File: src/rtl/mc_ctrl_if.sv
// Control bundle between the multi-cycle MIPS controller and the shared datapath.
// master = controller side (reads IR fields and zero, drives enables/selects).
interface mc_ctrl_if #(
  parameter int ST_W = 4
);
  logic [5:0]      op;
  logic [5:0]      funct;
  logic            zero;
  logic            pc_wr;
  logic [1:0]      npc_sel;
  logic            ir_wr;
  logic            reg_wr;
  logic [1:0]      reg_dst;
  logic [1:0]      wd_sel;
  logic            mem_wr;
  logic            alu_src;
  logic            ext_op;
  logic [1:0]      ALUctr;
  logic [ST_W-1:0] state_o;

  modport master (
    input  op, funct, zero,
    output pc_wr, npc_sel, ir_wr, reg_wr, reg_dst, wd_sel,
           mem_wr, alu_src, ext_op, ALUctr, state_o
  );

  modport slave (
    output op, funct, zero,
    input  pc_wr, npc_sel, ir_wr, reg_wr, reg_dst, wd_sel,
           mem_wr, alu_src, ext_op, ALUctr, state_o
  );
endinterface

File: src/rtl/mc_ctrl.sv
// Multi-cycle MIPS control FSM (fetch/decode/execute/memory/writeback), Moore/decode outputs.
// Optional MC_CTRL_BNE_EN: decodes bne (op 000101) onto the branch state with an inverted zero test.
module mc_ctrl #(
  parameter int ST_W = 4
) (
  input  logic       clk,
  input  logic       reset,
  mc_ctrl_if.master  bus
);
  localparam logic [ST_W-1:0] S_FETCH = ST_W'(0);
  localparam logic [ST_W-1:0] S_DCD   = ST_W'(1);
  localparam logic [ST_W-1:0] S_EXE   = ST_W'(2);
  localparam logic [ST_W-1:0] S_MA    = ST_W'(3);
  localparam logic [ST_W-1:0] S_MRD   = ST_W'(4);
  localparam logic [ST_W-1:0] S_MWR   = ST_W'(5);
  localparam logic [ST_W-1:0] S_WB    = ST_W'(6);
  localparam logic [ST_W-1:0] S_MWB   = ST_W'(7);
  localparam logic [ST_W-1:0] S_BR    = ST_W'(8);
  localparam logic [ST_W-1:0] S_JMP   = ST_W'(9);

  localparam logic [5:0] OP_R   = 6'b000000;
  localparam logic [5:0] OP_ORI = 6'b001101;
  localparam logic [5:0] OP_LW  = 6'b100011;
  localparam logic [5:0] OP_SW  = 6'b101011;
  localparam logic [5:0] OP_BEQ = 6'b000100;
  localparam logic [5:0] OP_LUI = 6'b001111;
  localparam logic [5:0] OP_J   = 6'b000010;
  localparam logic [5:0] OP_JAL = 6'b000011;
  localparam logic [5:0] FN_ADDU = 6'b100001;
  localparam logic [5:0] FN_SUBU = 6'b100011;
  localparam logic [5:0] FN_JR   = 6'b001000;

  logic [ST_W-1:0] state_q, state_d;

  logic is_addu, is_subu, is_jr, is_ori, is_lw, is_sw;
  logic is_beq, is_bne, is_lui, is_j, is_jal;

  assign is_addu = (bus.op == OP_R) && (bus.funct == FN_ADDU);
  assign is_subu = (bus.op == OP_R) && (bus.funct == FN_SUBU);
  assign is_jr   = (bus.op == OP_R) && (bus.funct == FN_JR);
  assign is_ori  = (bus.op == OP_ORI);
  assign is_lw   = (bus.op == OP_LW);
  assign is_sw   = (bus.op == OP_SW);
  assign is_beq  = (bus.op == OP_BEQ);
  assign is_lui  = (bus.op == OP_LUI);
  assign is_j    = (bus.op == OP_J);
  assign is_jal  = (bus.op == OP_JAL);
`ifdef MC_CTRL_BNE_EN
  assign is_bne  = (bus.op == 6'b000101);
`else
  assign is_bne  = 1'b0;
`endif

  always_comb begin
    state_d = S_FETCH;
    case (state_q)
      S_FETCH: state_d = S_DCD;
      S_DCD: begin
        if (is_addu || is_subu || is_ori || is_lui) state_d = S_EXE;
        else if (is_lw || is_sw)                    state_d = S_MA;
        else if (is_beq || is_bne)                  state_d = S_BR;
        else if (is_j || is_jal || is_jr)           state_d = S_JMP;
        else                                        state_d = S_FETCH;
      end
      S_EXE:   state_d = S_WB;
      S_MA:    state_d = is_lw ? S_MRD : S_MWR;
      S_MRD:   state_d = S_MWB;
      default: state_d = S_FETCH;
    endcase
  end

  always_ff @(posedge clk) begin
    if (reset) state_q <= S_FETCH;
    else       state_q <= state_d;
  end

  logic       pc_wr, ir_wr, reg_wr, mem_wr, alu_src, ext_op;
  logic [1:0] npc_sel, reg_dst, wd_sel, alu_ctr;

  always_comb begin
    pc_wr   = 1'b0;
    npc_sel = 2'b00;
    ir_wr   = 1'b0;
    reg_wr  = 1'b0;
    reg_dst = 2'b00;
    wd_sel  = 2'b00;
    mem_wr  = 1'b0;
    alu_src = 1'b0;
    ext_op  = 1'b0;
    alu_ctr = 2'b00;
    case (state_q)
      S_FETCH: begin
        pc_wr = 1'b1;
        ir_wr = 1'b1;
      end
      S_EXE: begin
        if (is_subu) alu_ctr = 2'b01;
        else if (is_ori) begin
          alu_ctr = 2'b10;
          alu_src = 1'b1;
        end
      end
      S_WB: begin
        reg_wr = 1'b1;
        if (bus.op == OP_R) reg_dst = 2'b01;
        if (is_lui)         wd_sel  = 2'b11;
      end
      S_MA: begin
        alu_src = 1'b1;
        ext_op  = 1'b1;
      end
      S_MWR: mem_wr = 1'b1;
      S_MWB: begin
        reg_wr = 1'b1;
        wd_sel = 2'b01;
      end
      S_BR: begin
        npc_sel = 2'b01;
        alu_ctr = 2'b01;
        pc_wr   = is_bne ? ~bus.zero : bus.zero;
      end
      S_JMP: begin
        pc_wr   = 1'b1;
        npc_sel = is_jr ? 2'b11 : 2'b10;
        if (is_jal) begin
          reg_wr  = 1'b1;
          reg_dst = 2'b10;
          wd_sel  = 2'b10;
        end
      end
      default: ;
    endcase
    // Reset suppresses every write so an interrupted instruction leaves no trace.
    if (reset) begin
      pc_wr  = 1'b0;
      ir_wr  = 1'b0;
      reg_wr = 1'b0;
      mem_wr = 1'b0;
    end
  end

  assign bus.pc_wr   = pc_wr;
  assign bus.npc_sel = npc_sel;
  assign bus.ir_wr   = ir_wr;
  assign bus.reg_wr  = reg_wr;
  assign bus.reg_dst = reg_dst;
  assign bus.wd_sel  = wd_sel;
  assign bus.mem_wr  = mem_wr;
  assign bus.alu_src = alu_src;
  assign bus.ext_op  = ext_op;
  assign bus.ALUctr  = alu_ctr;
  assign bus.state_o = state_q;
endmodule

File: src/flat_wrapper.sv
// flat-port wrapper written by rule: the top's interface ports become plain ports
module mc_ctrl_flat 
#(
  parameter int ST_W = 4
)
  (clk, reset, bus_op, bus_funct, bus_zero, bus_pc_wr, bus_npc_sel, bus_ir_wr, bus_reg_wr, bus_reg_dst, bus_wd_sel, bus_mem_wr, bus_alu_src, bus_ext_op, bus_ALUctr, bus_state_o);
  mc_ctrl_if #(.ST_W(ST_W)) bus_i ();
  input  logic clk;
  input  logic reset;
  input wire logic [$bits(bus_i.op)-1:0] bus_op;
  input wire logic [$bits(bus_i.funct)-1:0] bus_funct;
  input wire logic [$bits(bus_i.zero)-1:0] bus_zero;
  output wire logic [$bits(bus_i.pc_wr)-1:0] bus_pc_wr;
  output wire logic [$bits(bus_i.npc_sel)-1:0] bus_npc_sel;
  output wire logic [$bits(bus_i.ir_wr)-1:0] bus_ir_wr;
  output wire logic [$bits(bus_i.reg_wr)-1:0] bus_reg_wr;
  output wire logic [$bits(bus_i.reg_dst)-1:0] bus_reg_dst;
  output wire logic [$bits(bus_i.wd_sel)-1:0] bus_wd_sel;
  output wire logic [$bits(bus_i.mem_wr)-1:0] bus_mem_wr;
  output wire logic [$bits(bus_i.alu_src)-1:0] bus_alu_src;
  output wire logic [$bits(bus_i.ext_op)-1:0] bus_ext_op;
  output wire logic [$bits(bus_i.ALUctr)-1:0] bus_ALUctr;
  output wire logic [$bits(bus_i.state_o)-1:0] bus_state_o;
  assign bus_i.op = bus_op;
  assign bus_i.funct = bus_funct;
  assign bus_i.zero = bus_zero;
  assign bus_pc_wr = bus_i.pc_wr;
  assign bus_npc_sel = bus_i.npc_sel;
  assign bus_ir_wr = bus_i.ir_wr;
  assign bus_reg_wr = bus_i.reg_wr;
  assign bus_reg_dst = bus_i.reg_dst;
  assign bus_wd_sel = bus_i.wd_sel;
  assign bus_mem_wr = bus_i.mem_wr;
  assign bus_alu_src = bus_i.alu_src;
  assign bus_ext_op = bus_i.ext_op;
  assign bus_ALUctr = bus_i.ALUctr;
  assign bus_state_o = bus_i.state_o;
  mc_ctrl #(.ST_W(ST_W)) u_core (.clk(clk), .reset(reset), .bus(bus_i));
endmodule
File: config.mk
export PLATFORM = sky130hd
export DESIGN_NAME = mc_ctrl_flat
export DESIGN_NICKNAME = d
export VERILOG_FILES = /design/src/rtl/mc_ctrl_if.sv /design/src/rtl/mc_ctrl.sv /design/src/flat_wrapper.sv
export SDC_FILE = /design/constraint.sdc
export NUM_CORES = 1
export LEC_CHECK = 0
export CAP_MARGIN = 20
export CORE_MARGIN = 4
export CORE_UTILIZATION = 24
export DETAILED_ROUTE_END_ITERATION = 10
export GPL_ROUTABILITY_DRIVEN = 0
export GPL_TIMING_DRIVEN = 0
export PLACE_DENSITY = 0.69
export SLEW_MARGIN = 20
export SYNTH_ARGS = -nofsm -noshare
export SYNTH_HDL_FRONTEND = slang
export SYNTH_SLANG_ARGS = --single-unit
File: constraint.sdc
create_clock -name clk -period 4.31 [get_ports clk]
set_input_delay 0.862 -clock clk [delete_from_list [all_inputs] [get_ports clk]]
set_output_delay 0.862 -clock clk [all_outputs]
set_load 0.05 [all_outputs]
==> impl_metrics.tcl <==
set metrics [dict create \
    status "completed" \
    die_x_um 53.0 \
    area_delta_synth_final_pct 77.4 \
    rsz0062_at_grt "no" \
    clock_latency_ns 0.23 \
    fin_util 0.445 \
    fin_crit_sh 0.969 \
    drtAntennaViolNets 0 \
    setup_viol 0 \
    max_slew_margin 0.613 \
    synth_top_area_cell "dfxtp_1" \
    cp_common_cell "clkdlybuf4s50_1" \
    max_freq_mhz 239 \
    tritoncts "done" \
    ys_ff_latch 4 \
    p_leak_uw 0.000311 \
    cts_buffers 3 \
    fin_ws_ns 0.132 \
    grt_max_degree 11 \
    cp_slowest_stage_delay_ns 0.82 \
    die_area_um2 2810 \
    slew_viol_final 0 \
    yosys_warnings 0 \
    slowest_stage "clkdlybuf4s50_1" \
    maxCapViolations 0 \
    drc 0 \
    io_pins 33 \
    initial_core_util 0.251 \
    synth_edf_count 0 \
    nFillCells 213 \
    hpwlAfterDp_mm 1.39 \
    ff2ff_setup_slack_ns 2.92 \
    drt_iter0_drc 13 \
    core_area_um2 1940 \
    powerDensity_nw_per_um2 177 \
    netlist_top_cells_area "dfxtp_1 16%, nor2_1 9.3%, a21oi_1 7.2%" \
    min_path_type "flop to flop" \
    htreeDepth 1 \
    synth_flop_cell "dfxtp_1" \
    period_needed_ns 4.18 \
    synth_most_common_cell "nor2_1" \
    largest_reg_flops 4 \
    cp.required_ns 3.45 \
    drt_wl_total_mm 1.70 \
    vias 693 \
    port_buffers 32 \
    wl_met2_um 789 \
    grt_overflow 0 \
    synthCells 75 \
    postSynthAreaPerCell_um2 6.49 \
    root_buffer "clkbuf_4" \
    peakVddDrop_uv 125 \
    fp-row-count 16 \
    clk_pin_slew_worst_paths_ns 0.04 \
    wl_met3_um 143 \
    wl_met1_um 745 \
    grt_pass1_wl_mm 2.55 \
    place_area_um2 842 \
    grt_pass1_vias 657 \
    path_cells "clkdlybuf4s50_1 -> or3_4 -> or4b_4 -> a21oi_1 -> clkdlybuf4s50_1" \
    post_drt_wl_per_cell_um 12.4 \
    highest_layer "met4" \
    worstMarginPinSlew_ns 0.575 \
    track_usage 0.120 \
    dieHeight_um 53.0 \
    ys_seq_area_frac 0.165 \
    clockBufferDepth 2 \
    diodes 0 \
    dp_slack_ns -0.0125 \
    viasPerCell 5.06 \
    cts_sinks 4 \
    startpoint_type "primary input" \
    hold_viol 0 \
    fin_nets 127 \
    syn_nets 90 \
    antenna_found_initial 0 \
    holdBufCountCts 0 \
    crit_type "primary input to output port" \
    ys_types 28 \
    syn-cell-area_um2 487 \
    crit_arrival_ns 3.32 \
    synthArstFlopShare 0 \
    yosysTopAreaCellShare 0.165 \
    fin_worst_skew_ns 0.000410 \
    stdcell_area_um2 863 \
    firstDrtPassIters 4 \
    synth_top_cells_by_count "12 x nor2_1, 9 x nand2_1, 7 x a21oi_1" \
    drive_gt1_frac 0.0636 \
    cp_max_fo 5 \
    worst_setup_path_end_kind "output port" \
]
cells in the final DEF (no fill, tap or decap), types with 2 or more instances in the layout:
cell and instances:
and3_1 2, inv_1 4, nor4b_1 2, clkbuf_4 3
dfxtp_1 4, or3_1 2, clkbuf_1 3, and3b_1 2
nand2_1 9, o21ai_0 3, nor3_1 3, a21oi_1 7
nor2_1 12, nor4_1 2, nor2b_1 5, clkdlybuf4s50_1 31
cell type report:
| type | instances | area (µm²) | share of cell area |
|---|---|---|---|
| tap | 27 | 33.8 | 0.0391 |
| multi-input combinational | 64 | 382 | 0.442 |
| buffer | 3 | 11.3 | 0.0130 |
| sequential | 4 | 80.1 | 0.0928 |
| inverter | 4 | 15.0 | 0.0174 |
| timing repair buffer | 32 | 319 | 0.370 |
| clock buffer | 3 | 22.5 | 0.0261 |
worst paths after layout:
kind / start / endpoint / depth (start not counted)
worst max-delay path: bus_op[1] / bus_npc_sel[0] / 5
worst min-delay path: u_core.bus.state_o[2] / u_core.bus.state_o[1] / 3
worst max register to register: u_core.bus.state_o[1] / u_core.bus.state_o[0] / 4
worst min register to register: u_core.bus.state_o[2] / u_core.bus.state_o[1] / 3
kinds of logic after synthesis:
group	after synthesis	synth area share
AOI/OAI and AO/OA	17	0.237
buffers and inverters	7	0.0540
DFF	4	0.165
and+or+nand+nor	47	0.545
stage by stage:
step                power [µW]  instances  TNS, ns  hold WS, ns
global route               163        137        0        0.699
global placement           107        134  -0.0111        0.636
floorplan                 78.0         75        0        0.891
finish                     153        137        0        0.640
CTS                        156        137        0        0.648
detailed placement         108        134  -0.0125        0.638
what timing repair did:
action                                  in CTS  in global routing
resized for setup                            1                  0
endpoints found under the setup margin       1                  0
buffers inserted                             0                  0
power by group:
group | internal (µW) | switching (µW) | leakage, µW
Combinational | 27.9 | 38.8 | 0.000264
Clock | 31.1 | 14.1 | 0.0000138
Sequential | 39.1 | 2.01 | 0.0000326
Total | 98.1 | 54.9 | 0.000311
layer usage:
layer / GRT usage / up-vias
li1: - / 347
met5: 0 / -
met1: 0.129 / 313
met4: 0.0511 / 0
met2: 0.221 / 31
met3: 0.0254 / 2
critical path: cells and delay by family:
kind | cells | cell delay, ns
AOI/OAI and AO/OA | 1 | 0.16
and+or+nand+nor | 2 | 1.00
buffers and inverters | 2 | 1.30
No activity file was read; power rests on OpenSTA's default activity.
